--- src/rtl/snes_pad_pkg.sv ---
// rtl/snes_pad_pkg.sv - SNES pad bit positions, PIA button positions, FSM states and frame decode helpers
package snes_pad_pkg;

  localparam int SNES_B      = 0;
  localparam int SNES_Y      = 1;
  localparam int SNES_SELECT = 2;
  localparam int SNES_START  = 3;
  localparam int SNES_UP     = 4;
  localparam int SNES_DOWN   = 5;
  localparam int SNES_LEFT   = 6;
  localparam int SNES_RIGHT  = 7;
  localparam int SNES_A      = 8;
  localparam int SNES_X      = 9;
  localparam int SNES_L      = 10;
  localparam int SNES_R      = 11;

  localparam int BTN_X     = 0;
  localparam int BTN_B     = 1;
  localparam int BTN_Y     = 2;
  localparam int BTN_A     = 3;
  localparam int BTN_UP    = 4;
  localparam int BTN_DOWN  = 5;
  localparam int BTN_LEFT  = 6;
  localparam int BTN_RIGHT = 7;

  // A real pad always shifts ones out in bits 15:12
  localparam logic [3:0] SIG_ONES = 4'hF;

  typedef enum logic [2:0] {
    ST_IDLE,
    ST_LATCH,
    ST_LOW,
    ST_HIGH,
    ST_DONE
  } state_t;

  function automatic logic [7:0] map_buttons(input logic [11:0] s);
    logic [7:0] b;
    b            = '1;
    b[BTN_RIGHT] = s[SNES_RIGHT];
    b[BTN_LEFT]  = s[SNES_LEFT];
    b[BTN_DOWN]  = s[SNES_DOWN];
    b[BTN_UP]    = s[SNES_UP];
    b[BTN_A]     = s[SNES_A];
    b[BTN_Y]     = s[SNES_Y];
    b[BTN_B]     = s[SNES_B];
    b[BTN_X]     = s[SNES_X];
    return b;
  endfunction

  function automatic logic [3:0] map_sw(input logic [11:0] s);
    return {s[SNES_R], s[SNES_L], s[SNES_SELECT], s[SNES_START]};
  endfunction

endpackage

--- src/rtl/snes_pad_reader_if.sv ---
// rtl/snes_pad_reader_if.sv - pad-side pins between the reader (master) and the gamepad (slave)
interface snes_pad_reader_if;
  logic pad_data_i;
  logic pad_latch_o;
  logic pad_clk_o;

  modport master (input pad_data_i, output pad_latch_o, output pad_clk_o);
  modport slave  (output pad_data_i, input pad_latch_o, input pad_clk_o);
endinterface

--- src/rtl/snes_pad_reader_sync2.sv ---
// rtl/snes_pad_reader_sync2.sv - two-flop synchronizer for the asynchronous pad data line
module sync2 (
  input  logic clk_i,
  input  logic rst_i,
  input  logic d_i,
  output logic q_o
);

  logic meta_q;

  // Resets to the released level so a pre-frame sample reads as idle
  always_ff @(posedge clk_i) begin
    if (rst_i) begin
      meta_q <= 1'b1;
      q_o    <= 1'b1;
    end else begin
      meta_q <= d_i;
      q_o    <= meta_q;
    end
  end

endmodule

--- src/rtl/snes_pad_reader.sv ---
// rtl/snes_pad_reader.sv - polls an SNES serial pad and decodes buttons/switches; optional SNES_PAD_DEBOUNCE_EN
module snes_pad_reader
  import snes_pad_pkg::*;
#(
  parameter int HALF_PERIOD = 150,
  parameter int POLL_CYCLES = 416667
) (
  input  logic                     clk_i,
  input  logic                     rst_i,
  snes_pad_reader_if.master        pad,
  output logic [7:0]               buttons_o,
  output logic [3:0]               sw_o,
  output logic                     pad_present_o,
  output logic                     valid_o
);

  localparam int TW = $clog2(POLL_CYCLES);
  localparam int CW = $clog2(2 * HALF_PERIOD);
  localparam logic [TW-1:0] TIMER_MAX  = TW'(POLL_CYCLES - 1);
  localparam logic [CW-1:0] LATCH_LAST = CW'(2 * HALF_PERIOD - 1);
  localparam logic [CW-1:0] HALF_LAST  = CW'(HALF_PERIOD - 1);

  state_t        state_q;
  logic [TW-1:0] timer_q;
  logic [CW-1:0] cnt_q;
  logic [3:0]    bit_q;
  logic [15:0]   shreg_q;
  logic          data_s;

`ifdef SNES_PAD_DEBOUNCE_EN
  logic [11:0]   hist_q;
  logic          hist_vld_q;
`endif

  sync2 u_sync2 (
    .clk_i (clk_i),
    .rst_i (rst_i),
    .d_i   (pad.pad_data_i),
    .q_o   (data_s)
  );

  always_ff @(posedge clk_i) begin
    if (rst_i) begin
      timer_q <= '0;
    end else begin
      timer_q <= (timer_q == TIMER_MAX) ? '0 : timer_q + 1'b1;
    end
  end

  always_ff @(posedge clk_i) begin
    if (rst_i) begin
      state_q         <= ST_IDLE;
      cnt_q           <= '0;
      bit_q           <= '0;
      shreg_q         <= 16'hFFFF;
      pad.pad_latch_o <= 1'b0;
      pad.pad_clk_o   <= 1'b1;
      buttons_o       <= 8'hFF;
      sw_o            <= 4'hF;
      pad_present_o   <= 1'b0;
      valid_o         <= 1'b0;
`ifdef SNES_PAD_DEBOUNCE_EN
      hist_q          <= '0;
      hist_vld_q      <= 1'b0;
`endif
    end else begin
      valid_o <= 1'b0;
      case (state_q)
        ST_IDLE: begin
          pad.pad_latch_o <= 1'b0;
          pad.pad_clk_o   <= 1'b1;
          // Polls begin only from IDLE, so a timer wrap mid-frame is ignored
          if (timer_q == '0) begin
            state_q         <= ST_LATCH;
            cnt_q           <= '0;
            pad.pad_latch_o <= 1'b1;
          end
        end
        ST_LATCH: begin
          if (cnt_q == LATCH_LAST) begin
            state_q         <= ST_LOW;
            cnt_q           <= '0;
            bit_q           <= '0;
            pad.pad_latch_o <= 1'b0;
            pad.pad_clk_o   <= 1'b0;
          end else begin
            cnt_q <= cnt_q + 1'b1;
          end
        end
        ST_LOW: begin
          if (cnt_q == HALF_LAST) begin
            shreg_q[bit_q] <= data_s;
            state_q        <= ST_HIGH;
            cnt_q          <= '0;
            pad.pad_clk_o  <= 1'b1;
          end else begin
            cnt_q <= cnt_q + 1'b1;
          end
        end
        ST_HIGH: begin
          if (cnt_q == HALF_LAST) begin
            cnt_q <= '0;
            if (bit_q == 4'd15) begin
              state_q <= ST_DONE;
            end else begin
              bit_q         <= bit_q + 1'b1;
              state_q       <= ST_LOW;
              pad.pad_clk_o <= 1'b0;
            end
          end else begin
            cnt_q <= cnt_q + 1'b1;
          end
        end
        ST_DONE: begin
          state_q <= ST_IDLE;
          if (shreg_q[15:12] == SIG_ONES) begin
            pad_present_o <= 1'b1;
`ifdef SNES_PAD_DEBOUNCE_EN
            // Only publish a frame that repeats the previous accepted one
            if (hist_vld_q && (hist_q == shreg_q[11:0])) begin
              buttons_o <= map_buttons(shreg_q[11:0]);
              sw_o      <= map_sw(shreg_q[11:0]);
              valid_o   <= 1'b1;
            end
            hist_q     <= shreg_q[11:0];
            hist_vld_q <= 1'b1;
`else
            buttons_o <= map_buttons(shreg_q[11:0]);
            sw_o      <= map_sw(shreg_q[11:0]);
            valid_o   <= 1'b1;
`endif
          end else begin
            buttons_o     <= 8'hFF;
            sw_o          <= 4'hF;
            pad_present_o <= 1'b0;
            valid_o       <= 1'b1;
`ifdef SNES_PAD_DEBOUNCE_EN
            hist_vld_q    <= 1'b0;
`endif
          end
        end
        default: state_q <= ST_IDLE;
      endcase
    end
  end

endmodule
--- src/flat_wrapper.sv ---
// flat-port wrapper written by rule: the top's interface ports become plain ports
module snes_pad_reader_flat import snes_pad_pkg::*;
#(
  parameter int HALF_PERIOD = 150,
  parameter int POLL_CYCLES = 416667
)
  (clk_i, rst_i, buttons_o, sw_o, pad_present_o, valid_o, pad_pad_data_i, pad_pad_latch_o, pad_pad_clk_o);
  snes_pad_reader_if pad_i ();
  input  logic clk_i;
  input  logic rst_i;
  output logic [7:0] buttons_o;
  output logic [3:0] sw_o;
  output logic pad_present_o;
  output logic valid_o;
  input wire logic [$bits(pad_i.pad_data_i)-1:0] pad_pad_data_i;
  output wire logic [$bits(pad_i.pad_latch_o)-1:0] pad_pad_latch_o;
  output wire logic [$bits(pad_i.pad_clk_o)-1:0] pad_pad_clk_o;
  assign pad_i.pad_data_i = pad_pad_data_i;
  assign pad_pad_latch_o = pad_i.pad_latch_o;
  assign pad_pad_clk_o = pad_i.pad_clk_o;
  snes_pad_reader #(.HALF_PERIOD(HALF_PERIOD), .POLL_CYCLES(POLL_CYCLES)) u_core (.clk_i(clk_i), .rst_i(rst_i), .pad(pad_i), .buttons_o(buttons_o), .sw_o(sw_o), .pad_present_o(pad_present_o), .valid_o(valid_o));
endmodule
--- config.mk ---
export PLATFORM = sky130hd
export DESIGN_NAME = snes_pad_reader_flat
export DESIGN_NICKNAME = d
export VERILOG_FILES = /design/src/rtl/snes_pad_pkg.sv /design/src/rtl/snes_pad_reader_if.sv /design/src/rtl/snes_pad_reader_sync2.sv /design/src/rtl/snes_pad_reader.sv /design/src/flat_wrapper.sv
export SDC_FILE = /design/constraint.sdc
export NUM_CORES = 1
export LEC_CHECK = 0
export BUFFER_PORTS_ARGS = -buffer_cell sky130_fd_sc_hd__buf_2
export CORE_MARGIN = 2
export CORE_UTILIZATION = 40
export CTS_CLUSTER_SIZE = 40
export DETAILED_ROUTE_END_ITERATION = 10
export PLACE_DENSITY = 0.53
export SKIP_LAST_GASP = 1
export SLEW_MARGIN = 20
export SYNTH_ARGS = -nofsm -noshare
export SYNTH_HDL_FRONTEND = slang
export SYNTH_SLANG_ARGS = --single-unit
--- constraint.sdc ---
create_clock -name clk_i -period 2.6 [get_ports clk_i]
set_input_delay 0.13 -clock clk_i [delete_from_list [all_inputs] [get_ports clk_i]]
set_output_delay 0.13 -clock clk_i [all_outputs]
set_load 0.05 [all_outputs]
== Word-level counts from Yosys, hierarchy flattened ==
Cells that the tools add are included.
W data, S select, Z words.

* Bits in registers: 69
* Input bits: 3
* Output and inout bits: 16
* Word-level logic and storage cells: 75

* Add/subtract/negate cells: 3
* Order comparisons: 2
* Equality and inequality tests: 14
* Mux-type cells: 28
* Reduce and logical (&&, ||, !) cells: 15

{| class="wikitable"
|+ Operators by type and width
! cell !! number
|-
| $mux W9 || 3
|-
| $pmux W9 S3 || 1
|-
| $add A19 B1 Y19 const B || 1
|-
| $eq A19 B19 Y1 const B || 1
|-
| $logic_not A19 Y1 || 1
|-
| $bwmux W16 || 1
|-
| $mux W4 || 4
|-
| $mux W3 || 5
|-
| $pmux W3 S4 || 1
|-
| $add A9 B1 Y9 const B || 1
|-
| $eq A9 B8 Y1 const B || 1
|-
| $eq A9 B9 Y1 const B || 1
|-
| $eq A4 B4 Y1 const B || 2
|-
| $mux W1 || 8
|-
| $mux W8 || 1
|-
| $ne A2 B1 Y1 const B || 4
|-
| $pmux W4 S2 || 1
|-
| $reduce_and A4 Y1 || 2
|-
| $eq A3 B2 Y1 const B || 2
|-
| $reduce_and A2 Y1 || 3
|-
| $lt A4 B5 Y1 const B || 1
|-
| $reduce_and A5 Y1 || 1
|-
| $add A4 B1 Y4 const B || 1
|-
| $demux W1 S4 || 1
|-
| 12 further kinds || 14
|}

== Longest topological paths before layout ==
Gate-level depths: netlist (run 1).

* Depth after elaboration: 5
* Mapped depth: 8
* Gate-level depth less buffers: 6

== By module ==
Synthesis (run 1) repeated with hierarchy kept, for this count alone.

* Cell total of the unflattened synthesis: 344
* Area total of the unflattened synthesis: 3205.6 um^2

{| class="wikitable"
|+ Modules (own cells, without submodules)
! module !! instances !! cells each !! area each (um^2) !! sequential area each (um^2)
|-
| snes_pad_reader || 1 || 340 || 3153.0 || 1341.3
|-
| sync2 || 1 || 4 || 52.6 || 40.0
|}

== Worst setup path after synthesis (run 1) ==
No wires, ideal clock.

* Path kind: reg2reg
* From: reg u_core.cnt_q[0]
* To: reg u_core.pad.pad_clk_o
* Setup time: 122 ps
* Arrival time: 1689 ps
* Required time: 2478 ps
* Path slack: 789 ps
* Stages on the path, launching flop included: 6
* Buffers on the path: 0
* Period minus slack after synthesis: 1811 ps
* Cell sequence: dfxtp_1 > ha_1 > and4bb_2 > a21boi_0 > or4_1 > a221o_1

* Longest elaborated chain between the ends: 3
* Elaborated cells on any way between the ends: 6
* Classes of those cells: eq/ne (5); reduce/logical (1)

{| class="wikitable"
|+ RTL lines
! element !! line !! RTL
|-
| from (decl) || snes_pad_reader.sv:25 || <nowiki>logic [CW-1:0] cnt_q;</nowiki>
|-
| from (signal assigned) || snes_pad_reader.sv:87 || <nowiki>cnt_q <= cnt_q + 1'b1;</nowiki>
|-
| from (signal assigned) || snes_pad_reader.sv:97 || <nowiki>cnt_q <= cnt_q + 1'b1;</nowiki>
|-
| from (signal assigned) || snes_pad_reader.sv:111 || <nowiki>cnt_q <= cnt_q + 1'b1;</nowiki>
|-
| $eq A9 B8 Y1 / $eq A9 B9 Y1 (equally long branches) || snes_pad_reader.sv:91, snes_pad_reader.sv:101, snes_pad_reader.sv:80 ||
|-
| $ne A2 B1 Y1 (no source line) || -- ||
|-
| $reduce_and A5 Y1 (no source line) * || -- ||
|-
| to (signal assigned) || snes_pad_reader.sv:85 || <nowiki>pad.pad_clk_o <= 1'b0;</nowiki>
|-
| to (signal assigned) || snes_pad_reader.sv:95 || <nowiki>pad.pad_clk_o <= 1'b1;</nowiki>
|-
| to (signal assigned) || snes_pad_reader.sv:108 || <nowiki>pad.pad_clk_o <= 1'b0;</nowiki>
|-
| to (decl) || snes_pad_reader_if.sv:7 || <nowiki>modport master (input pad_data_i, output pad_latch_o, output pad_clk_o);</nowiki>
|}

Every way passes the cells marked *; elsewhere a longest branch is shown, timed or not.
A chain may end at the register's enable or synchronous reset.

== Worst setup path after layout (run 1) ==
* From: reg u_core.cnt_q[1]
* To: reg u_core.pad.pad_clk_o

Same word-level chain as after synthesis.

==> results of run 1 <==
[cell usage in the layout (no fill, tap or decap), drive strengths merged, types with 11 or more instances in the layout]
cell / synthesis / layout
nand3: 12 / 12
nand4: 14 / 14
xnor2: 11 / 11
dfxtp: 69 / 69
a21oi: 11 / 11
inv: 14 / 15
nand2: 31 / 31
buf: 10 / 25
mux2i: 16 / 16
o22ai: 15 / 15
nor3: 11 / 11
nor2: 50 / 50
[where the power goes]
part           switching [mW]  leakage [nW]  internal (mW)
clock                   0.432        0.0987          0.467
sequential             0.0277         0.559           1.08
combinational           0.121         0.557         0.0604
total                   0.580          1.22           1.61
[registers in the layout, indices dropped and copies added, names as in the netlist]
name                    cells
u_core.bit_q                4
u_core.buttons_o            8
u_core.cnt_q                9
u_core.pad.pad_clk_o        1
u_core.pad.pad_latch_o      1
u_core.pad_present_o        1
u_core.shreg_q             16
u_core.state_q              3
u_core.sw_o                 4
u_core.timer_q             19
u_core.u_sync2.meta_q       1
u_core.u_sync2.q_o          1
u_core.valid_o              1
[per-stage QoR]
step	power [mW]	area, µm²	worst slack (ns)
floorplan	1.264	3253	0.7887
global route	2.285	3623	0.2446
global placement	1.311	3416	0.4341
CTS	2.222	3623	0.4114
detailed placement	1.311	3416	0.4086
finish	2.186	3623	0.3777
[how the worst max path moves through the flow]
stage	from	to	slack (ns)	depth (start not counted)
after global placement	u_core.cnt_q[1]	u_core.pad.pad_clk_o	0.43	6
final	u_core.cnt_q[1]	u_core.pad.pad_clk_o	0.38	6
after CTS	u_core.cnt_q[1]	u_core.pad.pad_clk_o	0.41	6
after global routing	u_core.cnt_q[1]	u_core.pad.pad_clk_o	0.24	6
after floorplan	u_core.cnt_q[0]	u_core.pad.pad_clk_o	0.79	5
after detailed placement	u_core.cnt_q[1]	u_core.pad.pad_clk_o	0.41	6
[timing repair]
action                    in CTS  in global routing
hold endpoints to repair       1                  0
buffers inserted               0                  0
hold buffers                   1                  0
[cell type report]
type / count / area share, %
inverter: 15 / 1.554
sequential: 69 / 38.12
multi-input combinational: 267 / 47.13
timing repair buffer: 26 / 4.213
clock inverter: 5 / 1.657
clock buffer: 10 / 3.798
tap: 102 / 3.522
[layer usage]
metal	track usage [%]	vias to the layer above	part of all wire (%)
met3	5.297	13	4.5
met2	28.45	53	45
li1	-	1354	-
met5	0	-	0
met4	6.522	0	1.8
met1	22.86	1227	49
[kinds of logic after synthesis]
| group | synth area share [%] |
|---|---|
| DFF | 42.46 |
| AOI/OAI and AO/OA | 12.00 |
| adders and majority gates | 3.462 |
| muxes | 4.923 |
| buffers and inverters | 5.038 |
| and+or+nand+nor | 28.35 |
| xor gates and xnor gates | 3.769 |
[tightest hold or removal path: stages]
cell and delay, ns:
buf_2 0.11, a21o_1 0.18, nor2_1 0.05
==> reports/qor.csv, run 1 <==
metric;value;unit
Final HPWL DP;4789;µm
Fin Hold WS;0.1471;ns
Congestion Overflow GR;0;
placed cells;478;
Worst-Margin Slew;0.7821;ns
clk_skew;0.01410;ns
Synth top cells by count;dfxtp_1 (69), nor2_1 (49), nand2_1 (31), mux2i_1 (16), o22ai_1 (15);
Max-slew headroom;47.76;%
R2R depth;6;
# diodes;0;
worst hold stages;3;
f_max;450.0;MHz
hold_sp;rst_i;
crit path kind;flip-flop to flip-flop;
DR pass1 iterations;4;
storage element area;1381;µm²
#FFs+latches synth;69;
clk buf depth;2;
critical path required time;2.84;ns
WHS Endpoint;u_core.timer_q[1];
DRC;0;
worst min-delay path class;input port to flip-flop;
CTS H-tree depth;3;
clk_lat worst skew;0.36;ns
largest net degree at the start of global routing;36;
Final TNS setup;0;ns
GPL Wtd Cong;0.8027;
Critical R2R Capture;u_core.pad.pad_clk_o;
Final nets;400;
number of synthesized flops with an enable pin;0;
r2r setup slk;0.38;ns
Post-Syn Nets;383;
CP peak stage delay;0.67;ns
root buf cell;clkbuf_8;
post-synthesis sequential area ratio;42.46;%
vias in the first global route;2495;
status;finished clean;
Crit Path Max Fanout;11;
Final Slew Violations;0;
CTS tree;built;
CTS Buf Count;9;
clock sinks;69;
post-synth cell types;55;
first-pass GRT wire length;12210;µm
Max Cap Viol;0;
Post-Route Utilization;46.41;%
antenna violations before repair;0;
GR Util All Layers;17.88;%
Wirelength per Cell;14.53;µm
share of the synthesized area in the top cell type;42.46;%
Initial Util;41.67;%
I/O Pins;19;
Syn Area/Cell;8.769;µm²
Area Growth Syn to Fin;11.38;%
worst flop-to-flop path startpoint;u_core.cnt_q[1];
Die Y;94.18;µm
RSZ-0062 raised after global routing;no;
CTS clk-pin slew, worst paths;0.08;ns
top post-synthesis cells by area;dfxtp_1 (42%), nor2_1 (5.7%), mux2i_1 (4.9%);
die width;94.18;µm
layout cells sized above 1;14.54;%
die area;8870;µm²
Max IR drop VDD;0.2675;mV
ys flop type;dfxtp_1;
Slowest-stage cell, CP;a211oi_2;
DR vias/cell;5.358;
Leak;1.215;nW
Fin. Hold Viols;0;
non-filler cells, final;494;
Async SR Flop Fraction;0;%
number of placement rows;32;
most frequent cell after synthesis;dfxtp_1;
DRT antenna net count;0;
area of the multi-input gates;1708;µm²
DRT iter0 DRCs;80;
Buf/Inv on CP;1;
yosys warns;0;
Crit. End Element;flip-flop;
CP arrival;2.47;ns
drt total wl;7180;µm
# resized after CTS;0;
PwrDens;603.3;nW/µm²
final clock period utilization by the worst path;85.47;%
Vias;2647;
Synth area leader;dfxtp_1;
worst path cell trace;inv_1 -> ha_1 -> and4bb_2 -> a211oi_2 -> nor2_2 -> a221o_1;
Final Setup Violations;0;
Setup crit start kind;flip-flop;
Syn Std Cell Area;3253;µm²
core area;7807;µm²
critical path's top delay family;compound AO/OA/AOI/OAI gates;
Cells after Synth;371;
number of port buffers;18;
final worst path period need;2.222;ns
# fillers;782;
Power figures use the tool's default switching activity.
==> run 2, diff against run 1 <==
==> constraint.sdc (replaced) <==
create_clock -name clk_i -period 2.6 [get_ports clk_i]
set_input_delay 0.26 -clock clk_i [delete_from_list [all_inputs] [get_ports clk_i]]
set_output_delay 0.26 -clock clk_i [all_outputs]
set_load 0.05 [all_outputs]
==> run 2 against run 1 <==
Utilization shrank 0.21 points; sequential share of layout area grew 0.17 points; first-iteration DRC count increased by 59%; combinational power about the same; setup slack got worse by 0.031 ns; critical endpoint unchanged.
==> reports/qor.csv, run 2 (synthesis results as in run 1) <==
metric;value;unit;change
status;finished clean;;
Die Y;94.18;µm;unchanged
Final nets;399;;-0.25%
drt total wl;7221;µm;+0.57%
Final HPWL DP;4946;µm;+3.3%
Max IR drop VDD;0.2196;mV;-18%
CTS clk-pin slew, worst paths;0.07;ns;about the same
Max-slew headroom;46.29;%;-1.5 points
critical path required time;2.83;ns;about the same
die area;8870;µm²;unchanged
commonest non-fill, non-tap cell in the layout;dfxtp_1;;
Post-CTS Repair Setup Buffers;0;;unchanged
worst min-delay path class;input port to flip-flop;;
Final Slew Violations;0;;unchanged
most flop-heavy register;u_core.timer_q;;
DR vias/cell;5.429;;+1.3%
Leak;1.205;nW;-0.88%
Setup crit start kind;flip-flop;;
post-layout total power;2.149;mW;-1.7%
Fin. Hold Viols;0;;unchanged
Final Cell Area;3607;µm²;-0.45%
die width;94.18;µm;unchanged
Worst Slack Setup Final;0.3468;ns;-0.03092 ns
Setup WS pre-CTS;0.3820;ns;-0.02658 ns
Crit Path Max Fanout;11;;unchanged
non-filler cells, final;494;;unchanged
clk_skew;0.01149;ns;-0.002618 ns
clk_lat worst skew;0.34;ns;-0.02 ns
Largest register FFs;19;;unchanged
clk buf depth;2;;unchanged
DRC;0;;unchanged
most frequent cells in the layout;dfxtp_1 (69), nor2_1 (49), nand2_1 (31);;
RSZ-0062 raised after global routing;no;;
root buf cell;clkbuf_8;;
DRT antenna net count;0;;unchanged
final clock period utilization by the worst path;86.66;%;+1.2 points
layout cells sized above 1;14.54;%;unchanged
Crit. End Element;flip-flop;;
Max Cap Viol;0;;unchanged
Worst-Margin Slew;0.8042;ns;+0.02205 ns
core area;7807;µm²;unchanged
number of placement rows;32;;unchanged
Top Registers;u_core.timer_q x19, u_core.shreg_q x16, u_core.cnt_q x9;;
PwrDens;595.6;nW/µm²;-1.3%
Area Growth Syn to Fin;10.88;%;
Placement Cell Area;3416;µm²;unchanged
antenna violations before repair;0;;unchanged
clock sinks;69;;unchanged
CP arrival;2.48;ns;about the same
crit path kind;flip-flop to flip-flop;;
Vias;2682;;+1.3%
CTS Buf Count;9;;unchanged
I/O Pins;19;;unchanged
number of port buffers;18;;unchanged
# diodes;0;;unchanged
# resized after CTS;0;;unchanged
first-pass GRT wire length;12080;µm;-1.0%
DR pass1 iterations;4;;unchanged
GPL Wtd Cong;0.7963;;-0.80%
final worst path period need;2.253;ns;+0.03092 ns
DRT iter0 DRCs;127;;+59%
placed cells;478;;unchanged
CTS tree;built;;
Wirelength per Cell;14.62;µm;+0.57%
Final Setup Violations;0;;unchanged
Final TNS setup;0;ns;unchanged
GR Util All Layers;17.40;%;-0.48 points
Congestion Overflow GR;0;;unchanged
vias in the first global route;2467;;-1.1%
CTS H-tree depth;3;;unchanged
Initial Util;41.67;%;unchanged
f_max;443.8;MHz;-1.4%
largest net degree at the start of global routing;27;;-25%
CTS Hold Bufs;0;;-1
-- run 2: critical path: stages (launching register included) --
cell      delay [ns]
dfxtp_1         0.37
inv_1           0.07
ha_1            0.17
and4bb_2        0.29
a211oi_2        0.69
nor2_2          0.19
a221o_1         0.36
-- run 2: final cells by class --
| class | instances | area, µm² |
|---|---|---|
| Sequential cell | 69 | 1381 |
| Multi-Input combinational cell | 267 | 1708 |
| Fill cell | 793 | 4200 |
| Tap cell | 102 | 127.6 |
| Clock buffer | 10 | 127.6 |
| Inverter | 15 | 56.30 |
| Clock inverter | 6 | 63.81 |
| Timing Repair Buffer | 25 | 142.6 |
-- run 2: layer usage --
metal / GRT usage (%) / part of all wire [%] / vias to the layer above
met5: 0 / 0 / -
met4: 6.522 / 1.3 / 0
met3: 2.889 / 2.8 / 9
met2: 26.67 / 45 / 48
met1: 24.43 / 51 / 1269
li1: - / - / 1356
-- run 2: metrics by stage --
step	utilization (%)	hold slack, ns
2_1_floorplan	-	0.3638
3_3_place_gp	43.75	0.4290
3_5_place_dp	43.75	0.4276
6_report	46.20	0.1037
4_1_cts	46.20	0.08782
5_1_grt	46.20	0.09503
-- run 2: worst paths after layout --
path	start	to	slack, ns	cells past startpoint
hold / removal	pad_pad_data_i	u_core.u_sync2.meta_q	0.10	2
setup reg to reg	u_core.cnt_q[1]	u_core.pad.pad_clk_o	0.35	6
hold reg to reg	u_core.u_sync2.meta_q	u_core.u_sync2.q_o	0.44	1
setup / recovery	u_core.cnt_q[1]	u_core.pad.pad_clk_o	0.35	6
-- run 2: where the power goes --
part | total [mW] | internal (mW) | switching [mW]
logic | 0.182 | 0.0593 | 0.123
clock network | 0.860 | 0.442 | 0.419
registers | 1.11 | 1.08 | 0.0279
==> run 3, diff against run 2 <==
Settings changed: ABC_AREA set to 1.
==> run 3 against run 2 <==
Routed wire length grew 8.8%; clock skew shrank 0.0017 ns; worst hold slack lost 0.011 ns; sequential share of layout area shrank 2.6 points; register-to-register slack gained 0.50 ns; first-iteration DRC count shrank 12%; power grew 20%; critical path type unchanged.
==> reports/qor.csv, run 3 <==
metric;value;unit;change
most frequent CP cell;inv_2;;
met2 usage;28.22;%;+1.6 points
die width;97.74;µm;+3.8%
area of the multi-input gates;1862;µm²;+9.0%
worst hold stages;2;;unchanged
Worst Slack Setup Final;0.8513;ns;+0.5045 ns
#FFs+latches synth;69;;unchanged
DRT iter0 DRCs;112;;-12%
Worst-Margin Slew;0.6921;ns;-0.1121 ns
PwrDens;663.0;nW/µm²;+11%
vias in the first global route;2905;;+18%
Slowest-stage cell, CP;dfxtp_1;;
most frequent cells in the layout;nand2_1 (138), dfxtp_1 (69), nand3_1 (66);;
GPL Wtd Cong;0.7846;;-1.5%
crit path kind;flip-flop to flip-flop;;
Die Y;97.74;µm;+3.8%
Leak;1.565;nW;+30%
DR vias/cell;4.863;;-10%
storage element area;1381;µm²;unchanged
Synth area leader;dfxtp_1;;
RSZ-0062 raised after global routing;no;;
Post-Route Utilization;44.87;%;-1.3 points
DRT antenna net count;0;;unchanged
Syn Area/Cell;6.878;µm²;-22%
Initial Util;40.70;%;-0.97 points
number of synthesized flops with an enable pin;0;;unchanged
final clock period utilization by the worst path;67.26;%;-19 points
Max Cap Viol;0;;unchanged
worst flop-to-flop path startpoint;u_core.state_q[2];;
Placement Cell Area;3701;µm²;+8.4%
Final Cell Area;3875;µm²;+7.4%
r2r setup slk;0.85;ns;+0.50 ns
Buf/Inv on CP;3;;+2
clk buf depth;2;;unchanged
DRC;0;;unchanged
WHS Endpoint;u_core.u_sync2.meta_q;;
post-synthesis sequential area ratio;39.30;%;-3.2 points
Final nets;541;;+36%
worst min-delay path class;input port to flip-flop;;
Max IR drop VDD;0.2998;mV;+36%
Fin. Hold Viols;0;;unchanged
Final Slew Violations;0;;unchanged
I/O Pins;19;;unchanged
f_max;571.8;MHz;+29%
CP peak stage delay;0.48;ns;-0.21 ns
final worst path period need;1.749;ns;-0.5045 ns
clk_skew;0.009763;ns;-0.001723 ns
worst path cell trace;inv_2 -> nor3_4 -> buf_4 -> inv_2 -> nor2_2 -> nand3_2 -> o22ai_1 -> nand2_1;;
CTS tree;built;;
drt total wl;7853;µm;+8.8%
largest net degree at the start of global routing;35;;+30%
GR peak layer;met2;;
number of placement rows;34;;+6.3%
Vias;3122;;+16%
critical path required time;2.83;ns;about the same
ys flop type;dfxtp_1;;
Fin Hold WS;0.09218;ns;-0.01148 ns
layout cells sized above 1;12.36;%;-2.2 points
Syn Std Cell Area;3515;µm²;+8.0%
CP arrival;1.98;ns;-0.50 ns
post-synth cell types;35;;-36%
Post-CTS Repair Setup Buffers;0;;unchanged
Synth top cells by count;nand2_1 (138), dfxtp_1 (69), nand3_1 (66), nor2_1 (59), inv_1 (51);;
Post-Syn Nets;523;;+37%
most flop-heavy register;u_core.timer_q;;
antenna violations before repair;0;;unchanged
GR Util met3;3.722;%;+0.83 points
root buf cell;clkbuf_8;;
Critical R2R Capture;u_core.buttons_o[7];;
CTS H-tree depth;3;;unchanged
CTS clk-pin slew, worst paths;0.08;ns;about the same
core area;8636;µm²;+11%
Crit Path Max Fanout;13;;+2
Area Growth Syn to Fin;10.25;%;
die area;9552;µm²;+7.7%
CTS Hold Bufs;0;;unchanged
Async SR Flop Fraction;0;%;unchanged
Max-slew headroom;53.75;%;+7.5 points
Top Registers;u_core.timer_q x19, u_core.shreg_q x16, u_core.cnt_q x9;;
# fillers;928;;+17%
# diodes;0;;unchanged
Final TNS setup;0;ns;unchanged
most frequent cell after synthesis;nand2_1;;
critical path's top delay family;simple AND/OR/NAND/NOR gates;;
share of the synthesized area in the top cell type;39.30;%;-3.2 points
R2R depth;8;;+2
Crit. End Element;flip-flop;;
hold_sp;pad_pad_data_i;;
Congestion Overflow GR;0;;unchanged
DR pass1 iterations;4;;unchanged
GRT met1 Usage;23.95;%;-0.48 points
Largest register FFs;19;;unchanged
first-pass GRT wire length;13770;µm;+14%
Setup WS pre-CTS;0.8315;ns;+0.4495 ns
number of port buffers;18;;unchanged
top post-synthesis cells by area;dfxtp_1 (39%), nand2_1 (15%), nand3_1 (9.4%);;
Final HPWL DP;5559;µm;+12%
status;finished clean;;
Wirelength per Cell;12.23;µm;-16%
commonest non-fill, non-tap cell in the layout;nand2_1;;
# resized after CTS;0;;unchanged
clk_lat worst skew;0.35;ns;about the same
Final Setup Violations;0;;unchanged
clock sinks;69;;unchanged
yosys warns;0;;unchanged
Setup crit start kind;flip-flop;;
Cells after Synth;511;;+38%
CTS Buf Count;9;;unchanged
GR Util All Layers;17.77;%;+0.37 points
## run 3: changes by cell type after synthesis, moves of 10 or more
cell     delta
mux2i_1    -16
nor2_1     +10
nand2_1   +107
nand3_1    +54
a21oi_1    +14
inv_1      +37
## run 3: where the power goes
| part | internal, mW | switching (mW) |
|---|---|---|
| Combinational | 0.171 | 0.407 |
| Clock | 0.347 | 0.444 |
| Sequential | 1.11 | 0.0845 |
## run 3: worst max-delay path by stage
| stage | slack (ns) | depth (start not counted) | endpoint | startpoint |
|---|---|---|---|---|
| after global routing | 0.62 | 8 | u_core.buttons_o[7] | u_core.state_q[2] |
| after CTS | 0.83 | 8 | u_core.buttons_o[7] | u_core.state_q[2] |
| after floorplan | 1.11 | 10 | u_core.pad.pad_clk_o | u_core.cnt_q[0] |
| after global placement | 0.88 | 8 | u_core.buttons_o[7] | u_core.state_q[2] |
| after detailed placement | 0.83 | 8 | u_core.buttons_o[7] | u_core.state_q[2] |
| final | 0.85 | 8 | u_core.buttons_o[7] | u_core.state_q[2] |
## run 3: logic make-up (layout without fill, tap and decap cells)
kind of cell | Yosys count | in the layout | share of synthesized area, %
AND/OR/NAND/NOR | 310 | 310 | 40.55
buffers and inverters | 70 | 93 | 7.725
flip-flops | 69 | 69 | 39.30
AO/OA/AOI/OAI | 46 | 46 | 7.476
adder cells (fa/ha/maj) | 9 | 9 | 3.204
XOR/XNOR | 7 | 7 | 1.744
## run 3: cell type report
| class | instances | area share [%] |
|---|---|---|
| flip-flops and latches | 69 | 35.65 |
| clock buffers | 9 | 3.197 |
| inverters | 56 | 5.425 |
| clock inverters | 7 | 1.292 |
| repair buffers | 21 | 2.906 |
| well taps | 108 | 3.487 |
| multi-input cells | 372 | 48.05 |
## run 3: per-layer routing
| metal | part of all wire (%) | vias to the layer above |
|---|---|---|
| met5 | 0 | - |
| met4 | 0.56 | 0 |
| met3 | 3.4 | 4 |
| met2 | 45 | 36 |
| met1 | 51 | 1386 |
| li1 | - | 1696 |
## run 3: per-stage QoR
step | std cells | total power, mW
final | 642 | 2.569
after detailed placement | 626 | 1.802
after global routing | 642 | 2.742
after CTS | 642 | 2.604
after floorplan | 511 | 1.657
after global placement | 626 | 1.799
